**src/rtl/alu_pkg.sv**
```systemverilog
// Shared definitions for the ALU issue stage: datapath width, opcode codes
// and the issue-controller power state encoding.
package alu_pkg;

   localparam int ALU_W = 16;
   localparam int OP_W  = 3;

   localparam logic [OP_W-1:0] OP_ADD = 3'b000;
   localparam logic [OP_W-1:0] OP_SUB = 3'b001;
   localparam logic [OP_W-1:0] OP_AND = 3'b010;
   localparam logic [OP_W-1:0] OP_OR  = 3'b011;
   localparam logic [OP_W-1:0] OP_XOR = 3'b100;
   localparam logic [OP_W-1:0] OP_SHL = 3'b101;
   localparam logic [OP_W-1:0] OP_SHR = 3'b110;
   localparam logic [OP_W-1:0] OP_MUL = 3'b111;

   typedef enum logic [1:0] {
      SLEEP = 2'd0,
      WAKE  = 2'd1,
      RUN   = 2'd2,
      COOL  = 2'd3
   } issue_state_e;

endpackage

```
**src/rtl/alu_cmd_fifo.sv**
```systemverilog
// Synchronous command FIFO with registered occupancy; no pass-through, so an
// entry written in one cycle is visible at the head from the next.
module alu_cmd_fifo #(
   parameter int DEPTH  = 4,
   parameter int DATA_W = 39,
   parameter int CNT_W  = $clog2(DEPTH + 1)
) (
   input  logic              clk,
   input  logic              rst,
   input  logic              push_i,
   input  logic              pop_i,
   input  logic [DATA_W-1:0] wdata_i,
   output logic [DATA_W-1:0] rdata_o,
   output logic [CNT_W-1:0]  count_o,
   output logic              full_o,
   output logic              empty_o
);

   localparam int PTR_W = $clog2(DEPTH);

   logic [DATA_W-1:0] mem_q [DEPTH];
   logic [PTR_W-1:0]  wr_ptr_q, rd_ptr_q;
   logic [CNT_W-1:0]  count_q, count_d;
   logic              push_ok, pop_ok;

   assign full_o  = (count_q == CNT_W'(DEPTH));
   assign empty_o = (count_q == '0);
   assign push_ok = push_i && !full_o;
   assign pop_ok  = pop_i && !empty_o;
   assign rdata_o = mem_q[rd_ptr_q];
   assign count_o = count_q;

   // NOTE: every variable written here gets a default first, so no latch is inferred.
   always_comb begin
      count_d = count_q;
      case ({push_ok, pop_ok})
         2'b10:   count_d = count_q + CNT_W'(1);
         2'b01:   count_d = count_q - CNT_W'(1);
         default: count_d = count_q;
      endcase
   end

   // NOTE: storage has no reset; only pointers and count define validity.
   always_ff @(posedge clk) begin
      if (push_ok) mem_q[wr_ptr_q] <= wdata_i;
   end

   // NOTE: sequential state uses non-blocking assignments only.
   always_ff @(posedge clk or posedge rst) begin
      if (rst) begin
         wr_ptr_q <= '0;
         rd_ptr_q <= '0;
         count_q  <= '0;
      end else begin
         if (push_ok) wr_ptr_q <= wr_ptr_q + PTR_W'(1);
         if (pop_ok)  rd_ptr_q <= rd_ptr_q + PTR_W'(1);
         count_q <= count_d;
      end
   end

endmodule

```
**src/rtl/alu_issue_ctrl.sv**
```systemverilog
// ALU issue stage: buffers commands, issues one per cycle, isolates operands
// while idle, requests ALU sleep after an idle window and aligns result tags.
module alu_issue_ctrl
   import alu_pkg::*;
#(
   parameter int DEPTH       = 4,
   parameter int TAG_W       = 4,
   parameter int IDLE_CYCLES = 8
) (
   input  logic                       clk,
   input  logic                       rst,
   input  logic                       cmd_valid,
   output logic                       cmd_ready,
   input  logic [ALU_W-1:0]           cmd_a,
   input  logic [ALU_W-1:0]           cmd_b,
   input  logic [OP_W-1:0]            cmd_op,
   input  logic [TAG_W-1:0]           cmd_tag,
   input  logic                       issue_hold,
   output logic [ALU_W-1:0]           alu_a,
   output logic [ALU_W-1:0]           alu_b,
   output logic [OP_W-1:0]            alu_op,
   output logic                       alu_enable,
   output logic                       alu_sleep,
   output logic                       rsp_valid,
   output logic [TAG_W-1:0]           rsp_tag,
   output logic [$clog2(DEPTH+1)-1:0] fifo_count
);

   localparam int CNT_W  = $clog2(DEPTH + 1);
   localparam int IDLE_W = $clog2(IDLE_CYCLES);
   localparam int DATA_W = 2 * ALU_W + OP_W + TAG_W;

   issue_state_e      state_q, state_d;
   logic [IDLE_W-1:0] idle_q, idle_d;
   logic              sleep_q, sleep_d;
   logic [ALU_W-1:0]  a_q, b_q;
   logic [OP_W-1:0]   op_q;
   logic [TAG_W-1:0]  tag1_q, rsp_tag_q;
   logic              en_q, rsp_valid_q;

   logic [DATA_W-1:0] head;
   logic [CNT_W-1:0]  count;
   logic              full, empty, push, issue;

   assign push  = cmd_valid && !full;
   assign issue = ((state_q == RUN) || (state_q == COOL)) && !empty && !issue_hold;

   alu_cmd_fifo #(
      .DEPTH (DEPTH),
      .DATA_W(DATA_W),
      .CNT_W (CNT_W)
   ) u_fifo (
      .clk    (clk),
      .rst    (rst),
      .push_i (push),
      .pop_i  (issue),
      .wdata_i({cmd_tag, cmd_op, cmd_b, cmd_a}),
      .rdata_o(head),
      .count_o(count),
      .full_o (full),
      .empty_o(empty)
   );

   always_comb begin
      state_d = state_q;
      idle_d  = idle_q;
      case (state_q)
         SLEEP: if (!empty) state_d = WAKE;
         WAKE:  state_d = RUN;
         RUN: begin
            if (empty || (count == CNT_W'(1) && issue && !push)) begin
               state_d = COOL;
               idle_d  = '0;
            end
         end
         COOL: begin
            // Pending work (even when held) keeps the ALU awake.
            if (issue || !empty)                          state_d = RUN;
            else if (idle_q == IDLE_W'(IDLE_CYCLES - 1))  state_d = SLEEP;
            else                                          idle_d  = idle_q + IDLE_W'(1);
         end
         default: state_d = SLEEP;
      endcase
      // Sleep drops on the WAKE entry edge but rises one cycle after SLEEP entry.
      sleep_d = (state_q == SLEEP) && (state_d == SLEEP);
   end

   always_ff @(posedge clk or posedge rst) begin
      if (rst) begin
         state_q     <= SLEEP;
         idle_q      <= '0;
         sleep_q     <= 1'b1;
         a_q         <= '0;
         b_q         <= '0;
         op_q        <= '0;
         tag1_q      <= '0;
         en_q        <= 1'b0;
         rsp_valid_q <= 1'b0;
         rsp_tag_q   <= '0;
      end else begin
         state_q     <= state_d;
         idle_q      <= idle_d;
         sleep_q     <= sleep_d;
         en_q        <= issue;
         rsp_valid_q <= en_q;
         if (en_q) rsp_tag_q <= tag1_q;
         if (issue) begin
            a_q    <= head[ALU_W-1:0];
            b_q    <= head[2*ALU_W-1:ALU_W];
            op_q   <= head[2*ALU_W+OP_W-1:2*ALU_W];
            tag1_q <= head[DATA_W-1:2*ALU_W+OP_W];
         end
      end
   end

   assign cmd_ready  = !full;
   assign fifo_count = count;
   assign alu_a      = a_q;
   assign alu_b      = b_q;
   assign alu_op     = op_q;
   assign alu_enable = en_q;
   assign alu_sleep  = sleep_q;
   assign rsp_valid  = rsp_valid_q;
   assign rsp_tag    = rsp_tag_q;

endmodule

```
**config.mk**
```make
export PLATFORM = sky130hd
export DESIGN_NAME = alu_issue_ctrl
export DESIGN_NICKNAME = d
export VERILOG_FILES = /design/src/rtl/alu_pkg.sv /design/src/rtl/alu_cmd_fifo.sv /design/src/rtl/alu_issue_ctrl.sv
export SDC_FILE = /design/constraint.sdc
export NUM_CORES = 1
export LEC_CHECK = 0
export ABC_CLOCK_PERIOD_IN_PS = 3000
export CAP_MARGIN = 5
export CORE_MARGIN = 3
export CORE_UTILIZATION = 55
export DETAILED_ROUTE_END_ITERATION = 16
export PLACE_DENSITY_LB_ADDON = 0.1
export SYNTH_ARGS = -nofsm -noshare
export SYNTH_HDL_FRONTEND = slang
export SYNTH_SLANG_ARGS = --single-unit
```
**constraint.sdc**
```tcl
create_clock -name clk -period 3 [get_ports clk]
set_input_delay 0.3 -clock clk [delete_from_list [all_inputs] [get_ports clk]]
set_output_delay 0.3 -clock clk [all_outputs]
set_load 0.03 [all_outputs]
```
Word-level counts from Yosys, hierarchy flattened. Memory sizes are Yosys's and may differ from the RTL's. A register that Yosys moved wholly into a read port is not among the register bits. Cells that the tools add are included.

Memories: 1. Bits in latches: 0. Output and inout bits: 46. Bits of input ports: 43. Memory bits (writable): 156. Word-level logic and storage cells: 59. Flip-flop bits (word level): 19. Bits in read-only memories: 0.

Memories: u_fifo.mem_q (words 4, bits a word 39, rd ports 1, clocked after memory_dff 1, wr ports 1, line alu_cmd_fifo.sv:21) `logic [DATA_W-1:0] mem_q [DEPTH];`.

Order comparisons: 0. Equal/unequal tests: 11. Shifts and indexed selects: 0. Multipliers: 0. Reductions and logical operators: 21. Multiplexer cells: 12. Add/subtract/negate cells: 5. Div/mod/pow operators: 0. Bitwise gates (word level): 0.

Operators by type and width (count): $pmux 3 s2 (2); $mux 3 (3); $logic_and 1x1->1 (8); $mux 2 (4); $pmux 2 s4 (1); $add 3x1->3 const B (2); $eq 2x2->1 const B (3); $eq 3x3->1 const B (2); $add 2x1->2 const B (2); $eq 2x1->1 const B (2); $logic_not 1->1 (4); $logic_not 2->1 (2); $ne 2x2->1 const B (2); $reduce_and 4->1 (1); $reduce_bool 2->1 (2); $eq 3x1->1 const B (1); $logic_not 3->1 (1); $logic_or 1x1->1 (3); $sub 3x1->3 const B (1); $mux 1 (2); $ne 2x1->1 const B (1).

Longest topological paths before layout.
Word-level depth: 11. Gate-level depth with buffers: 9. Depth with buffers taken out: 8.

By module. A second synthesis with hierarchy kept.

Cells, all modules: 374. Area total of the unflattened synthesis: 8122.8 sq um.

By module, submodules not included: alu_cmd_fifo (times used 1, cells each 242, sequential area each 4859.7 sq um, area each 6103.4 sq um); alu_issue_ctrl (times used 1, cells each 132, sequential area each 1277.5 sq um, area each 2019.4 sq um).

Worst setup path before layout. OpenSTA, ideal clock, no wires.

Path type: register to register. Start point: register u_fifo.count_q[0] (netlist: u_fifo.count_o[0]). End point: memory u_fifo.mem_q[0][0], enable pin. Clock period less this slack: 2691 ps. Data required time: 2600 ps. Slack: 309 ps. Path buffers: 0. Library setup time: 400 ps. Arrival time: 2291 ps. Cell stages (with the launch flop): 5. Cell sequence: dfrtp_1 > inv_1 > ha_1 > a21boi_1 > and2_1.

Longest elaborated chain between the ends: 6.

Ends and longest elaborated chain: start, declared (line alu_cmd_fifo.sv:23) `logic [CNT_W-1:0] count_q, count_d;`; start signal, assigned (line alu_cmd_fifo.sv:57) `count_q <= count_d;`; $eq 3x3->1 * (line alu_cmd_fifo.sv:26) `assign full_o = (count_q == CNT_W'(DEPTH));`; $logic_not 1->1 * (line alu_cmd_fifo.sv:28, alu_issue_ctrl.sv:45); $logic_and 1x1->1 (line alu_issue_ctrl.sv:45) `assign push = cmd_valid && !full;`; $logic_and 1x1->1 * (line alu_cmd_fifo.sv:28) `assign push_ok = push_i && !full_o;`; $mux 1 * (line alu_cmd_fifo.sv:45) `if (push_ok) mem_q[wr_ptr_q] <= wdata_i;`; $mux 1 (not written as such) * (line alu_cmd_fifo.sv:45); end, declared (line alu_cmd_fifo.sv:21).

Every way passes the cells marked *; elsewhere a longest branch is shown, timed or not.

Worst setup path after layout.
Start point: register u_fifo.count_q[0] (netlist: u_fifo.count_o[0]). End point: register u_fifo.count_q[2] (netlist: u_fifo.count_o[2]).

Longest elaborated chain between the ends: 7. Elaborated cells between the ends (all ways): 15. Classes of those cells: 2 x add/sub; 3 x eq/ne; 1 x mux; 9 x reduce/logical.

Ends and longest elaborated chain: $logic_not 3->1 (line alu_cmd_fifo.sv:27) `assign empty_o = (count_q == '0);`; $logic_not 1->1 (line alu_cmd_fifo.sv:29, alu_issue_ctrl.sv:46); $logic_and 1x1->1 (2 in a row) (line alu_issue_ctrl.sv:46) `assign issue = ((state_q == RUN) || (state_q == COOL)) && !empty && !issue_hold;`; $logic_and 1x1->1 (line alu_cmd_fifo.sv:29) `assign pop_ok = pop_i && !empty_o;`; $eq 2x1->1 / $eq 2x2->1 (equally long branches) (line alu_cmd_fifo.sv:36) `case ({push_ok, pop_ok})`; $pmux 3 s2 / $reduce_bool 2->1 (equally long branches).

Parallel ways exist; a longest one is shown, timed or not. A chain may end at the register's enable or synchronous reset.

==> reports/results.ini <==
[outcome]
outcome = finished, final reports clean

[critical_path]
cp.arrival_ns = 2.87
rr_worst_depth = 8
cp_max_fo = 10
r2r-start = u_fifo.count_o[0]$_DFFE_PP0P_
start_kind = register
timing.critical_path.from = u_fifo.count_o[0]$_DFFE_PP0P_
critPathRequiredTime_ns = 3.37
critPathKind = register to register
endpoint_kind = register

[synth]
synthMostInstantiatedCell = edfxtp_1
yosys.area.top_type = edfxtp_1
avgSynthCellArea_um2 = 21.74
synth_simple_gate_area_share_pct = 2.068
synth_flop_cell = edfxtp_1
synth_cell_types = 39
synth_xor_area_share_pct = 0.7561
synthAdderAreaFrac_pct = 1.697
netlist_instances = 373
synthTopCellsByCount = edfxtp_1 (156), dfrtp_1 (57), mux2_2 (42)
synth_top_family_by_area = multiplexers
synth_edf_count = 156
synth_compound_area_share_pct = 0.9104
syn-cell-area_um2 = 8109
yosysSeqAreaShare_pct = 75.68
synthArstFlopShare_pct = 27.10
synthTopCellsByArea = edfxtp_1 (58%), dfrtp_1 (18%), mux4_2 (11%), mux2_2 (5.8%), ha_1 (1.7%)
synth_fp_nets = 427
yosysTopAreaCellShare_pct = 57.77
ys_seq_elements = 214
synthMuxAreaShare_pct = 17.02
synth_warnings = 0

[global_routing]
met1_usage_pct = 24.94
gr-total-overflow = 0
grt_max_degree = 42
met2_usage_pct = 29.36
grt_pass1_vias = 4100
met3_usage_pct = 3.052
grt_pass1_wl_um = 22370
grtUsageTotal_pct = 17.77
grt_busiest_layer = met2
antenna_found_initial = 0

[die]
rows = 43
dieArea_um2 = 16240
pin_count = 89
die_x_um = 127.4
start_util_pct = 57.31
core-area_um2 = 14150
die_h_um = 127.4

[timing]
worst_clock_skew_ns = 0.009212
setup_viol = 0
period_needed_ns = 2.509
slew-limit-headroom_pct = 44.00
finalCritPeriodShare_pct = 83.62
fin_tns_setup_ns = 0
hold_violations = 0
clock.fmax_mhz = 398.6
tightest_slew_ns = 0.8401
slew_viol_final = 0
rsz0062_at_grt = no

[clock_network]
clk_path_buf_depth = 3
cts_buffers = 22
clock-root-buffer = clkbuf_16
htreeDepth = 1
cts_tree = built
clk_pin_slew_ns = 0.06
cts.sinks = 214
clock_latency_ns = 0.49
cts_resized = 0
cts_setup_buffers = 0
hold_buffers = 0

[pwr]
p_total_mw = 10.59
p_comb_share_pct = 30.4
p_sw_mw = 3.134
p_leak_nw = 3.543
pwr-share-seq_pct = 43.3
p_per_area_nw_per_um2 = 1059
p_clk_share_pct = 26.3
ir_drop_v = 0.0006641
p_sw_share_pct = 29.61
intPower_mw = 7.452

[routing]
dr.pass1.iters = 4
vias_per_cell = 5.699
drt_first_iter_violations = 257
vias = 3847
drc_errors = 0
ant_nets = 0
wl_per_cell_um = 20.63
drt-total-wl_um = 13920

[place]
io_buffers = 88
place_area_um2 = 9234
hpwlAfterDp_um = 8045
gp_congestion = 0.7091

[layout]
final_nets = 533
final_area_um2 = 9993
drive_above_1_share_pct = 26.67
antenna_cells = 0
syn_to_final_growth_pct = 23.24

[hold_path]
hold_path.class = input pin to async pin

[run]
drv_cap = 0

placed cells by master (no fill, tap or decap), types with 3 or more instances in the layout:
cell,instances
and2_2,4
buf_12,5
buf_4,4
bufinv_16,3
clkbuf_1,7
clkbuf_16,23
clkbuf_8,4
clkdlybuf4s50_1,88
dfrtp_1,55
edfxtp_1,156
ha_1,11
inv_1,7
mux2_2,42
mux4_2,38
nand2_1,3
o21ai_0,4
xnor2_1,3
xor2_1,4
cell families after synthesis:
group,count (synthesis)
AO/OA/AOI/OAI,11
flip-flops,214
multiplexers,83
buffers and inverters,23
adder cells (fa/ha/maj),11
AND/OR/NAND/NOR,24
XOR/XNOR,7
metal layers:
metal	vias to the layer above	share of wire [%]
li1	1696	-
met1	2013	44
met2	112	50
met5	-	0
met3	26	4.4
met4	0	2.2
sequential cells by signal, summed over array words and instances (netlist names):
register         flops
u_fifo.mem_q       156
alu_a               16
alu_b               16
rsp_tag              4
tag1_q               4
alu_op               3
idle_q               3
u_fifo.count_o       3
state_q              2
u_fifo.rd_ptr_q      2
u_fifo.wr_ptr_q      2
alu_enable           1
alu_sleep            1
rsp_valid            1
metrics by stage:
stage	utilization, %	setup WS, ns	hold WS (ns)	cells
6_report	70.63	0.4914	0.2351	675
5_1_grt	70.63	0.3394	0.2810	675
4_1_cts	70.63	0.5124	0.2619	675
3_5_place_dp	65.26	0.5251	0.4955	635
3_3_place_gp	65.26	0.6285	0.4905	635
2_1_floorplan	-	0.3091	0.3703	373
critical path: stages, from the launching register on:
cell	delay [ns]
dfrtp_1	0.45
inv_1	0.10
ha_1	0.28
nor2b_2	0.21
nor3b_4	0.61
ha_1	0.34
mux2i_1	0.20
nor2_1	0.06
xor2_1	0.14
area by class of cell:
| type | instances | area (um^2) |
|---|---|---|
| Clock buffer | 34 | 656.9 |
| Fill cell | 887 | 4156 |
| Tap cell | 180 | 225.2 |
| Clock inverter | 6 | 102.6 |
| Multi-Input combinational cell | 136 | 1826 |
| Inverter | 8 | 30.03 |
| Sequential cell | 214 | 6142 |
| Timing Repair Buffer | 97 | 1011 |
final timing paths:
kind | to | slack (ns)
worst min-delay path | u_fifo.rd_ptr_q[1]$_DFFE_PP0P_ | 0.24
max in group asynchronous | alu_sleep$_DFF_PP1_ | 2.00
worst min register to register | alu_a[0]$_DFFE_PP0N_ | 0.50
min in group clk | u_fifo.mem_q[1][9]$_DFFE_PP_ | 0.44
worst max-delay path | u_fifo.count_o[2]$_DFFE_PP0P_ | 0.49
worst max register to register | u_fifo.count_o[2]$_DFFE_PP0P_ | 0.49
power by group through the flow:
stage | Combinational, mW | Sequential [mW] | Clock [mW]
floorplan | 1.78 | 4.93 | 0
global placement | 3.21 | 4.63 | 0
detailed placement | 3.25 | 4.66 | 0
CTS | 3.27 | 4.62 | 2.84
global route | 3.43 | 4.70 | 2.97
finish | 3.22 | 4.59 | 2.78
Power figures use the tool's default switching activity.
